### config.mk
export PLATFORM = sky130hd
export DESIGN_NAME = load_tile_2d
export DESIGN_NICKNAME = d
export VERILOG_FILES = /design/src/rtl/load_tile_2d.sv
export SDC_FILE = /design/constraint.sdc
export NUM_CORES = 1
export LEC_CHECK = 0
export BUFFER_PORTS_ARGS = -buffer_cell sky130_fd_sc_hd__buf_4
export CAP_MARGIN = 20
export CORE_ASPECT_RATIO = 1.5
export CORE_MARGIN = 10
export CORE_UTILIZATION = 60
export CTS_BUF_LIST = sky130_fd_sc_hd__clkbuf_4
export CTS_CLUSTER_DIAMETER = 40
export DETAILED_ROUTE_END_ITERATION = 12
export PLACE_DENSITY = 0.83
export SYNTH_ARGS = -nofsm -noshare
export SYNTH_HDL_FRONTEND = slang
export SYNTH_SLANG_ARGS = --single-unit
### constraint.sdc
create_clock -name clk -period 15.27 [get_ports clk]
set_clock_uncertainty 0.05 [all_clocks]
set_input_delay 1.527 -clock clk [delete_from_list [all_inputs] [get_ports clk]]
set_output_delay 1.527 -clock clk [all_outputs]
set_load 0.01 [all_outputs]
### src/rtl/load_tile_2d.sv
// Strided 2D tile loader: reads each row beat-by-beat and packs bytes into TILE_WIDTH-bit tiles, zeroing bytes past the row end.
// First tile_valid BEATS+1 cycles after acceptance/handshake; holds tile and issues no reads while tile_valid && !tile_ready.
module load_tile_2d #(
    parameter int TILE_WIDTH = 256,
    parameter int MEM_BYTES  = 4,
    parameter int ADDR_WIDTH = 24,
    parameter int LEN_WIDTH  = 16
) (
    input  logic                    clk,
    input  logic                    rst,
    input  logic                    cmd_valid,
    output logic                    cmd_ready,
    input  logic [ADDR_WIDTH-1:0]   cmd_base,
    input  logic [ADDR_WIDTH-1:0]   cmd_stride,
    input  logic [LEN_WIDTH-1:0]    cmd_row_bytes,
    input  logic [LEN_WIDTH-1:0]    cmd_num_rows,
    output logic                    mem_en,
    output logic [ADDR_WIDTH-1:0]   mem_addr,
    input  logic [8*MEM_BYTES-1:0]  mem_rdata,
    output logic [TILE_WIDTH-1:0]   tile_data,
    output logic                    tile_valid,
    input  logic                    tile_ready,
    output logic                    tile_row_last,
    output logic                    tile_last,
    output logic                    done
);

    localparam int NUM_BYTES = TILE_WIDTH / 8;
    localparam int BEATS     = NUM_BYTES / MEM_BYTES;
    localparam int BW        = 8 * MEM_BYTES;
    localparam int CNT_W     = $clog2(BEATS + 2);
    localparam int OFF_W     = LEN_WIDTH + $clog2(NUM_BYTES) + 1;

    localparam logic [CNT_W-1:0] C_ONE   = CNT_W'(1);
    localparam logic [CNT_W-1:0] C_TWO   = CNT_W'(2);
    localparam logic [CNT_W-1:0] C_BEATS = CNT_W'(BEATS);
    localparam logic [CNT_W-1:0] C_LAST  = CNT_W'(BEATS + 1);
    localparam logic [OFF_W-1:0] O_MB    = OFF_W'(MEM_BYTES);
    localparam logic [OFF_W-1:0] O_NB    = OFF_W'(NUM_BYTES);

    typedef enum logic [1:0] {IDLE, FETCH, OUTPUT, DONE} state_t;

    state_t                 state;
    logic [ADDR_WIDTH-1:0]  row_ptr;
    logic [ADDR_WIDTH-1:0]  stride;
    logic [LEN_WIDTH-1:0]   row_bytes;
    logic [LEN_WIDTH-1:0]   num_rows;
    logic [LEN_WIDTH-1:0]   row_idx;
    logic [OFF_W-1:0]       tile_off;
    logic [CNT_W-1:0]       cnt;

    logic [CNT_W-1:0]       step;
    logic [CNT_W-1:0]       cap_b;
    logic [OFF_W-1:0]       rb_ext;
    logic [OFF_W-1:0]       iss_off;
    logic [OFF_W-1:0]       cap_off;
    logic [OFF_W-1:0]       nxt_off;
    logic [ADDR_WIDTH-1:0]  nxt_ptr;
    logic [BW-1:0]          beat_word;
    logic [TILE_WIDTH-1:0]  tile_nxt;
    logic                   row_last_c;
    logic                   last_row_c;

    // Beat issued on FETCH step s is captured two steps later (read port + data-valid cycle).
    always_comb begin
        step       = cnt + C_ONE;
        cap_b      = step - C_TWO;
        rb_ext     = OFF_W'(row_bytes);
        iss_off    = tile_off + OFF_W'(step) * O_MB;
        cap_off    = tile_off + OFF_W'(cap_b) * O_MB;
        row_last_c = (tile_off + O_NB) >= rb_ext;
        last_row_c = (row_idx + LEN_WIDTH'(1)) == num_rows;
        beat_word  = '0;
        for (int k = 0; k < MEM_BYTES; k++) begin
            if ((cap_off + OFF_W'(k)) < rb_ext)
                beat_word[BW-1-8*k -: 8] = mem_rdata[8*k +: 8];
        end
        tile_nxt = tile_data;
        if (cap_b < C_BEATS)
            tile_nxt[(BEATS-1-int'(cap_b))*BW +: BW] = beat_word;
        if (tile_row_last) begin
            nxt_ptr = row_ptr + stride;
            nxt_off = '0;
        end else begin
            nxt_ptr = row_ptr;
            nxt_off = tile_off + O_NB;
        end
    end

    always_ff @(posedge clk or posedge rst) begin
        if (rst) begin
            state         <= IDLE;
            cmd_ready     <= 1'b1;
            mem_en        <= 1'b0;
            mem_addr      <= '0;
            tile_data     <= '0;
            tile_valid    <= 1'b0;
            tile_row_last <= 1'b0;
            tile_last     <= 1'b0;
            done          <= 1'b0;
            row_ptr       <= '0;
            stride        <= '0;
            row_bytes     <= '0;
            num_rows      <= '0;
            row_idx       <= '0;
            tile_off      <= '0;
            cnt           <= '0;
        end else begin
            case (state)
                IDLE: begin
                    if (cmd_valid) begin
                        cmd_ready <= 1'b0;
                        row_ptr   <= cmd_base;
                        stride    <= cmd_stride;
                        row_bytes <= cmd_row_bytes;
                        num_rows  <= cmd_num_rows;
                        row_idx   <= '0;
                        tile_off  <= '0;
                        cnt       <= '0;
                        if (cmd_row_bytes == '0 || cmd_num_rows == '0) begin
                            state <= DONE;
                            done  <= 1'b1;
                        end else begin
                            state    <= FETCH;
                            mem_en   <= 1'b1;
                            mem_addr <= cmd_base;
                        end
                    end
                end
                FETCH: begin
                    cnt <= step;
                    if (step < C_BEATS) begin
                        mem_en   <= iss_off < rb_ext;
                        mem_addr <= row_ptr + ADDR_WIDTH'(iss_off);
                    end else begin
                        mem_en <= 1'b0;
                    end
                    if (step >= C_TWO)
                        tile_data <= tile_nxt;
                    if (step == C_LAST) begin
                        tile_valid    <= 1'b1;
                        tile_row_last <= row_last_c;
                        tile_last     <= row_last_c && last_row_c;
                        state         <= OUTPUT;
                    end
                end
                OUTPUT: begin
                    if (tile_ready) begin
                        tile_valid    <= 1'b0;
                        tile_row_last <= 1'b0;
                        tile_last     <= 1'b0;
                        if (tile_last) begin
                            state <= DONE;
                            done  <= 1'b1;
                        end else begin
                            row_ptr  <= nxt_ptr;
                            tile_off <= nxt_off;
                            if (tile_row_last)
                                row_idx <= row_idx + LEN_WIDTH'(1);
                            cnt      <= '0;
                            mem_en   <= 1'b1;
                            mem_addr <= nxt_ptr + ADDR_WIDTH'(nxt_off);
                            state    <= FETCH;
                        end
                    end
                end
                DONE: begin
                    done      <= 1'b0;
                    cmd_ready <= 1'b1;
                    state     <= IDLE;
                end
                default: state <= IDLE;
            endcase
        end
    end

endmodule

# [Yosys cells after proc, flatten, opt, wreduce, memory -nomap -nowiden]
# Cells that the tools add are included.
[totals] out_inout_bits=286 latchBits=0 mem_count=0 ramBits=0 mem_bits_ro=0 regBits=410 inputBits=116 wordCells=132
[classes] eq_ne=14 muxes=56 n_shift=2 n_mul=0 reduce_logical=21 order_cmp=9 addsub=14 bitwise=0 div=0
[op_table] cell="256-bit bitwise mux" n=1
[op_table] cell="32-bit by 33-bit variable shift with 256-bit output, first input constant" n=1
[op_table] cell="32-bit by 33-bit variable part select with 256-bit output" n=1
[op_table] cell="24-bit two-way mux" n=9
[op_table] cell="22-bit by 16-bit < comparator with 1-bit output" n=5
[op_table] cell="22-bit two-way mux" n=4
[op_table] cell="24-bit case mux with 3 select lines" n=1
[op_table] cell="16-bit two-way mux" n=4
[op_table] cell="24-bit by 22-bit adder with 24-bit output" n=2
[op_table] cell="24-bit case mux with 2 select lines" n=1
[op_table] cell="22-bit by 2-bit adder with 22-bit output, second input constant" n=2
[op_table] cell="22-bit by 6-bit adder with 22-bit output" n=2
[op_table] cell="22-bit case mux with 2 select lines" n=1
[op_table] cell="10-bit negator with 33-bit output" n=1
[op_table] cell="16-bit logical NOT" n=2
[op_table] cell="8-bit two-way mux" n=4
[op_table] cell="16-bit case mux with 2 select lines" n=1
[op_table] cell="24-bit adder" n=1
[op_table] cell="22-bit by 1-bit adder with 22-bit output, second input constant" n=1
[op_table] cell="22-bit by 6-bit adder with 22-bit output, second input constant" n=1
[op_table] cell="22-bit by 16-bit greater-or-equal comparator with 1-bit output" n=1
[op_table] cell="2-bit != test, second input constant" n=9
[op_table] cell="16-bit by 1-bit adder with 16-bit output, second input constant" n=1
[op_table] cell="16-bit == test" n=1
[op_table] cell="other kinds (25)" n=59

# [Longest topological paths before layout]
# Gate-level depths: netlist of run 1.
[depth] depth_word=8 depth_mapped=27 ltp_nobuf=25

# [Worst setup path before layout of run 1]
# Ideal clock, no wire load.
[synth_path] path_kind="register to register" from="reg cnt[0]" to="reg tile_data[16]" path_stages_with_launch=26 slack_ns=9.399 setup_ns=0.139 arrival_ns=5.682 period_less_slack_ns=5.871 required_ns=15.081 n_path_buf=2 path_cell_list="dfrtp_1 > inv_1 > ha_1 > inv_1 > ha_1 > nor2_1 > nand2b_1 > inv_1 > ha_1 > o21ai_1 > o21ai_0 > o31a_1 > o221a_2 > nor2_1 > nand2_1 > nor2_1 > xnor2_1 > ha_1 > o21a_1 > o21a_1 > o21ai_0 > a2111o_1 > nand2_1 > clkbuf_1 > clkbuf_1 > o41ai_2"
[synth_via] elab_chain_len=8 elab_cells_between_ends=22 classes_between="add/sub: 8; order compare: 6; shift: 2; mux: 5; reduce/logical: 1"
[synth_lines] item="from (decl)" line_no="50" rtl="logic [CNT_W-1:0] cnt;"
[synth_lines] item="from (signal assigned)" line_no="131" rtl="cnt <= step;"
[synth_lines] item="4-bit by 1-bit adder with 4-bit output *" line_no="66" rtl="step = cnt + C_ONE;"
[synth_lines] item="4-bit by 2-bit subtractor with 4-bit output" line_no="67" rtl="cap_b = step - C_TWO;"
[synth_lines] item="22-bit by 6-bit adder with 22-bit output" line_no="70" rtl="cap_off = tile_off + OFF_W'(cap_b) * O_MB;"
[synth_lines] item="22-bit by 2-bit adder with 22-bit output or 22-bit by 1-bit adder with 22-bit output (tied branches)" line_no="75" rtl="if ((cap_off + OFF_W'(k)) < rb_ext)"
[synth_lines] item="22-bit by 16-bit < comparator with 1-bit output" line_no="75"
[synth_lines] item="8-bit two-way mux" line_no="75"
[synth_lines] item="32-bit by 33-bit variable part select with 256-bit output" line_no="80" rtl="tile_nxt[(BEATS-1-int'(cap_b))*BW +: BW] = beat_word;"
[synth_lines] item="256-bit bitwise mux" line_no="80"
[synth_lines] item="to (signal assigned)" line_no="139" rtl="tile_data <= tile_nxt;"
[synth_lines] item="to (decl)" line_no="20" rtl="output logic [TILE_WIDTH-1:0] tile_data,"
# Every way passes the cells marked *; elsewhere a longest branch is shown, timed or not.
# A chain may end at the register's enable or synchronous reset.

# [Final worst setup path of run 1]
[layout_path] from="reg cnt[0]" to="reg tile_data[209]"
# The elaborated chain is that of the path after synthesis.

==> results.md, run 1 <==
- Status: completed
- Gpl congestion: 0.975
- Max Freq: 0.144 GHz
- H-tree depth: 3
- Synth Area in Adders: 0.0890
- Main combinational cell family by area after synthesis: simple AND/OR/NAND/NOR gates
- Wire per inst: between 20 and 25 µm
- DR vias: between 20000 and 30000
- Crit end category: register
- Area delta synth->final: 18.0%
- Via/cell ratio: between 6 and 7
- Leak: roughly 15 nW
- Delay of the slowest cell on the worst path: 0.65 ns
- IO Count: about 400
- Synthesis Warnings: 0
- Fraction of layout cells with a size suffix above 1: 0.227
- Slowest cell on crit path: a2111o_1
- Setup CP Type: register to register
- Post-Syn Area per Cell: around 9.0 µm²
- Die Wd: 192 µm
- Final setup violating endpoints: 0
- Setup WS post-layout: 8.33 ns
- Hold EP: mem_addr[3]
- Compound-cell area share of the yosys netlist: 0.189
- Worst relative slew slack: 0.239
- Hold_buf cts: 0
- Crit path cell chain: inv_1 > ha_1 > inv_1 > ha_1 > nor2_1 > nand2b_1 > inv_1 > ha_1 > inv_2 > o21ai_0 > o31a_1 > o221a_2 > nor2_1 > nand2_1 > nor2_1 > xnor2_1 > ha_1 > o21a_1 > o21a_1 > o21ai_0 > a2111o_1 > nand2_2 > buf_4 > o41ai_2
- Die ar.: 0.0533 mm²
- Commonest non-fill, non-tap cell in the layout: nand2_1
- GR Overflow Total: 0
- Insertion delay to the later sink of the worst-skew pair: approximately 0.85 ns
- Die height: about 280 µm
- Tightest Hold Check Type: register to register
- EDFF count, synth: 0
- Hold Path Origin: mem_addr[3]
- CTS Buf Count: just under 100
- Worst slack, placed: approximately 8.3 ns
- Mux cell area share after synthesis: 0.0408
- First-pass GRT wire length: between 100000 and 150000 µm
- Pin count of the biggest net entering global routing: 137
- CTS resizes: 0
- Area contributors post-synth: dfrtp_1, ha_1, nand2_1
- Reg2Reg Launch Point: cnt[0]
- Netlist cell types: just under 80
- Top-area cell type share of the netlist area: 0.385
- Final Hold Viols: 0
- Worst Path Arrival: between 7 and 8 ns
- Max-cap violations: 0
- Critical path launch point: cnt[0]
- Reg clk slew, reported paths: roughly 0.060 ns
- Leading area contributor after synthesis: dfrtp_1
- Worst-Margin Slew: ~1.1 ns
- Non-filler cells, final: around 4000
- Maximum vdd ir drop: 196 µV
- Post-DP HPWL: about 71000 µm
- Worst r2r path cells: 24
- R2r setup slk: 8.33 ns
- Post-CTS Setup Repair Bufs: 0
- CP top delay family: compound AO/OA/AOI/OAI gates
- XOR/XNOR Fraction of Synth Area: 0.0619
- Post-route ant nets: 0
- Critical Path RT: between 15 and 20 ns
- Most used cell, CP: ha_1
- Mapped Cells: 2942
- Rows: 94
- Mapped Nets: 3244
- Longest Clk Path Bufs: 3
- Most frequent cells in the layout: nand2_1, buf_4, dfrtp_1
- DRC violations left: 0
- Sink Count: a little over 400
- PortBufs: ~400
- Critical R2R Capture: tile_data[209]
- Hold Path Cell Cnt: 2
- Period utilization: 0.455
- Starting Density: 0.606
- Max Slew Vio Count: 0
- Core box area: ~0.044 mm²
- Initial DRC Count: slightly above 2000
- Initial antenna violation count: 2
- Critical path buffer and inverter count: 5
- CTS tree: yes
- Final min period: approximately 7 ns
- Overall routed net length: 95300 µm
- Final nets: ~3600
- Fill cells: roughly 3300
- Synth Register Bits: 410
- Simple-gate share of the synthesized area: 0.193
- GRT Total Usage: 0.346
- Async S/R FF share, synth: 1.00
- Startpoint types: register
- Cell Pwr Density: ~170 mW/mm²
- Setup TNS: 0 ns
- Root Buffer: clkbuf_4
- RSZ-0062 raised after global routing: false
- Number of global-route vias before repair: 25500
- 1st-pass router iterations: 7
- Sequential fraction of the synthesis area: 0.386
- Most common flop cell mapped by yosys: dfrtp_1
- Dpl cells: about 3800
- CP max FO: 47
- Synth Cell Area: 0.0266 mm²
==> sequential cells by signal (all words and copies together), names as in the netlist <==
signal,flops
row_bytes,16
tile_off,22
tile_row_last,1
state,2
row_ptr,24
mem_en,1
num_rows,16
stride,24
tile_last,1
mem_addr,24
tile_valid,1
cmd_ready,1
done,1
cnt,4
tile_data,256
row_idx,16
==> power by group <==
| group | switching, W | internal, W | total, W |
|---|---|---|---|
| logic | 0.00181 | 0.00111 | 0.00292 |
| registers | 0.000216 | 0.00135 | 0.00156 |
| clock network | 0.000465 | 0.000465 | 0.000929 |
==> worst min-delay path: cells and delay by family, from the launching register on <==
kind             cells  cell delay, ns
DFF                  1            0.35
and+or+nand+nor      2            0.10
==> cell usage after synthesis (56+ instances only) <==
| library cell | instances |
|---|---|
| nand2_1 | 502 |
| clkbuf_1 | 157 |
| nand3_1 | 109 |
| o41ai_1 | 62 |
| nor2_1 | 119 |
| o21ai_0 | 264 |
| ha_1 | 181 |
| mux2_2 | 74 |
| nand4_1 | 131 |
| xnor2_1 | 130 |
| xor2_1 | 56 |
| a21oi_1 | 97 |
| inv_1 | 73 |
| dfrtp_1 | 409 |
==> logic make-up after synthesis <==
group                    Yosys count
multiplexers                      99
AO/OA/AOI/OAI                    713
AND/OR/NAND/NOR                 1083
flip-flops                       410
buffers and inverters            264
XOR/XNOR                         187
adder cells (fa/ha/maj)          186
==> per-layer routing <==
layer  GRT usage  share of wire
met1       0.366           0.34
met2       0.607           0.51
met3      0.0624          0.077
met4       0.235          0.072
met5           0              0
==> final cells by class <==
| cell class | count | area (µm²) | share of cell area |
|---|---|---|---|
| flip-flops and latches | 410 | 10300 | 0.327 |
| multi-input cells | 2268 | 15300 | 0.489 |
| well taps | 576 | 721 | 0.0230 |
| repair buffers | 446 | 3440 | 0.110 |
| clock buffers | 148 | 1110 | 0.0354 |
| clock inverters | 30 | 176 | 0.00563 |
| inverters | 76 | 293 | 0.00934 |
| diodes | 5 | 12.5 | 0.000399 |
==> worst max-delay path by stage <==
stage	end	depth (start not counted)
6_report	tile_data[209]	24
4_1_cts	tile_data[213]	24
3_3_place_gp	tile_data[181]	24
3_5_place_dp	tile_data[180]	24
5_1_grt	tile_data[213]	24
2_1_floorplan	cnt[0]	1
==> per-stage QoR <==
stage | hold slack [ns] | total power (W) | utilization | instance area, µm²
3_5_place_dp | 0.413 | 0.00442 | 0.683 | 30000
3_3_place_gp | 0.407 | 0.00430 | 0.682 | 29900
2_1_floorplan | 0.419 | 0.00339 | - | 26600
5_1_grt | 0.445 | 0.00575 | 0.715 | 31400
6_report | 0.429 | 0.00541 | 0.715 | 31400
4_1_cts | 0.428 | 0.00536 | 0.712 | 31300
Power figures use the tool's default switching activity.
==> inputs of run 2 (changes only) <==
Settings changed: CORE_UTILIZATION 60 to 54, PLACE_DENSITY 0.83 to 0.79.
Clock period 15.27 ns to 5.6 ns, I/O delays scaled along.
==> results.md, run 2 (synthesis results as in run 1) <==
- Final min period: 5.41 ns (-1.54 ns)
- Metal-1 WL: 33600 µm (+3.7%)
- R2r setup slk: 0.19 ns (-8.13 ns)
- Setup CP Type: register to register
- Critical Path RT: 6.33 ns (-9.53 ns)
- Startpoint types: register
- DR vias: 25700 (+1.2%)
- Worst hold margin: 0.373 ns (-0.0557 ns)
- Crit path to: tile_data[182]
- Tightest Hold Check Type: input port to asynchronous set/reset pin
- Longest Clk Path Bufs: 3 (unchanged)
- Pin count of the biggest net entering global routing: 165 (+20%)
- Max Freq: 0.185 GHz (+28%)
- Top layer in use: met4
- PortBufs: 401 (unchanged)
- Most frequent cells in the layout: nand2_1, buf_4, dfrtp_1
- Met2 Wirelength: 49500 µm (+1.7%)
- Die ar.: 0.0587 mm² (+10%)
- Root Buffer: clkbuf_4
- Die Wd: 201 µm (+4.8%)
- GRT Total Usage: 0.318 (-0.0274)
- Via/cell ratio: 6.14 (-4.3%)
- CTS Buf Count: 98 (+1.0%)
- Post-DP Area: 0.0305 mm² (+1.6%)
- H-tree depth: 3 (unchanged)
- Worst-Margin Slew: 1.04 ns (-0.0963 ns)
- Crit end category: register
- Cell Pwr Density: 447 mW/mm² (+160%)
- Maximum vdd ir drop: 391 µV (+99%)
- Critical path launch point: cnt[0]
- Slowest cell on crit path: or4_2
- Fraction of layout cells with a size suffix above 1: 0.236 (+0.00877)
- Max-cap violations: 0 (unchanged)
- Status: completed
- Rows: 99 (+5.3%)
- Worst Path Arrival: 6.13 ns (-1.40 ns)
- CTS tree: yes
- Post-route cell area: 0.0331 mm² (+5.6%)
- Gpl congestion: 0.991 (+1.7%)
- Die height: 292 µm (+5.0%)
- Worst relative slew slack: 0.302 (+0.0634)
- Most flops, register: tile_data
- Overall routed net length: 96700 µm (+1.5%)
- Fill cells: 3815 (+15%)
- DR WL met3: 7100 µm (-2.7%)
- Starting Density: 0.546 (-0.0599)
- Worst r2r path cells: 19 (-21%)
- Final Hold Viols: 0 (unchanged)
- Post-route ant nets: 0 (unchanged)
- Commonest non-fill, non-tap cell in the layout: nand2_1
- DRC violations left: 0 (unchanged)
- Core box area: 0.0487 mm² (+11%)
- Initial antenna violation count: 4 (+2)
- Delay of the slowest cell on the worst path: 0.70 ns (+0.05 ns)
- Number of global-route vias before repair: 26400 (+3.3%)
- IO Count: 402 (unchanged)
- Final setup violating endpoints: 0 (unchanged)
- Post-DP HPWL: 71600 µm (+0.46%)
- Reg clk slew, reported paths: 0.07 ns (about the same)
- Final nets: 3756 (+4.3%)
- Critical R2R Capture: tile_data[182]
- Wire per inst: 23.1 µm (-4.1%)
- Max FFs per register: 256 (unchanged)
- Most used cell, CP: ha_1
- Sink Count: 410 (unchanged)
- Area delta synth->final: 24.6%
- Initial DRC Count: 2087 (+1.5%)
- Period utilization: 0.965 (+0.511)
- Insertion delay to the later sink of the worst-skew pair: 0.91 ns (+0.06 ns)
- Leak: 15.7 nW (+5.0%)
- 1st-pass router iterations: 5 (-2)
- Crit path cell chain: ha_1 > xor2_1 > inv_1 > ha_1 > inv_1 > ha_1 > nor2b_4 > o21a_2 > or4_1 > o32ai_2 > o21a_1 > nand2_1 > nor2_1 > nand2_1 > xnor2_1 > ha_1 > or4_2 > buf_12 > o41ai_1
- CP max FO: 64 (+36%)
- First-pass GRT wire length: 149000 µm (+2.4%)
- GR Overflow Total: 0 (unchanged)
- Reg2Reg Launch Point: cnt[0]
- Max Slew Vio Count: 0 (unchanged)
## run 2: changes by cell type in the layout (fill, tap and decap cells not counted), sizes merged
cell         delta
buf            +38
clkbuf          -3
clkinv          +2
clkinvlp        +2
diode           +1
dlygate4sd3   +115
inv             -4
## run 2: worst min path at each step
stage / end / cells after the start
final: tile_data[58] / 4
after global routing: stride[12] / 3
after CTS: stride[10] / 3
after detailed placement: tile_data[59] / 2
after global placement: tile_data[59] / 2
after floorplan: row_idx[15] / 2
## run 2: layout make-up
cell class | count | area, µm² | share of cell area
multi-input combinational | 2268 | 15500 | 0.469
sequential | 410 | 10300 | 0.310
timing repair buffer | 600 | 4930 | 0.149
clock buffer | 144 | 1080 | 0.0327
tap | 656 | 821 | 0.0248
inverter | 76 | 289 | 0.00873
clock inverter | 30 | 169 | 0.00510
antenna | 6 | 15.0 | 0.000454
## run 2: per-layer routing
metal | GRT usage | vias to the layer above
met1 | 0.330 | 12500
li1 | - | 11700
met3 | 0.0677 | 331
met4 | 0.221 | 0
met2 | 0.565 | 1194
met5 | 0 | -
## run 2: worst max-delay path, delay by kind of cell, from the launching register on
family | cells | cell delay (ns)
compound gates | 4 | 1.16
xor+xnor | 2 | 0.31
fa+ha+maj | 4 | 1.12
buf+inv | 3 | 0.41
flops | 1 | 0.46
simple gates | 6 | 1.71
## run 2: metrics by stage
step                      instances  setup TNS [ns]  setup slack, ns  total power (W)  utilization
after global placement         3892               0            0.240           0.0118        0.626
after floorplan                2942         -218.74           -0.535          0.00924            -
after global routing           4189          -0.496          -0.0455           0.0158        0.680
after CTS                      4182               0           0.0879           0.0147        0.675
final                          4190               0            0.195           0.0148        0.680
after detailed placement       3893               0            0.106           0.0121        0.626
## run 2: where the power goes
group	internal (W)	switching (W)	total, W
Clock	0.00123	0.00127	0.00250
Sequential	0.00367	0.000596	0.00427
Combinational	0.00315	0.00488	0.00803
Total	0.00805	0.00675	0.0148
## run 2: timing repair
action / CTS / global route
resized for setup: 0 / 46
hold buffers: 115 / 0
buffers inserted: 0 / 1
endpoints found under the setup margin: 0 / 256
hold endpoints to repair: 426 / 0
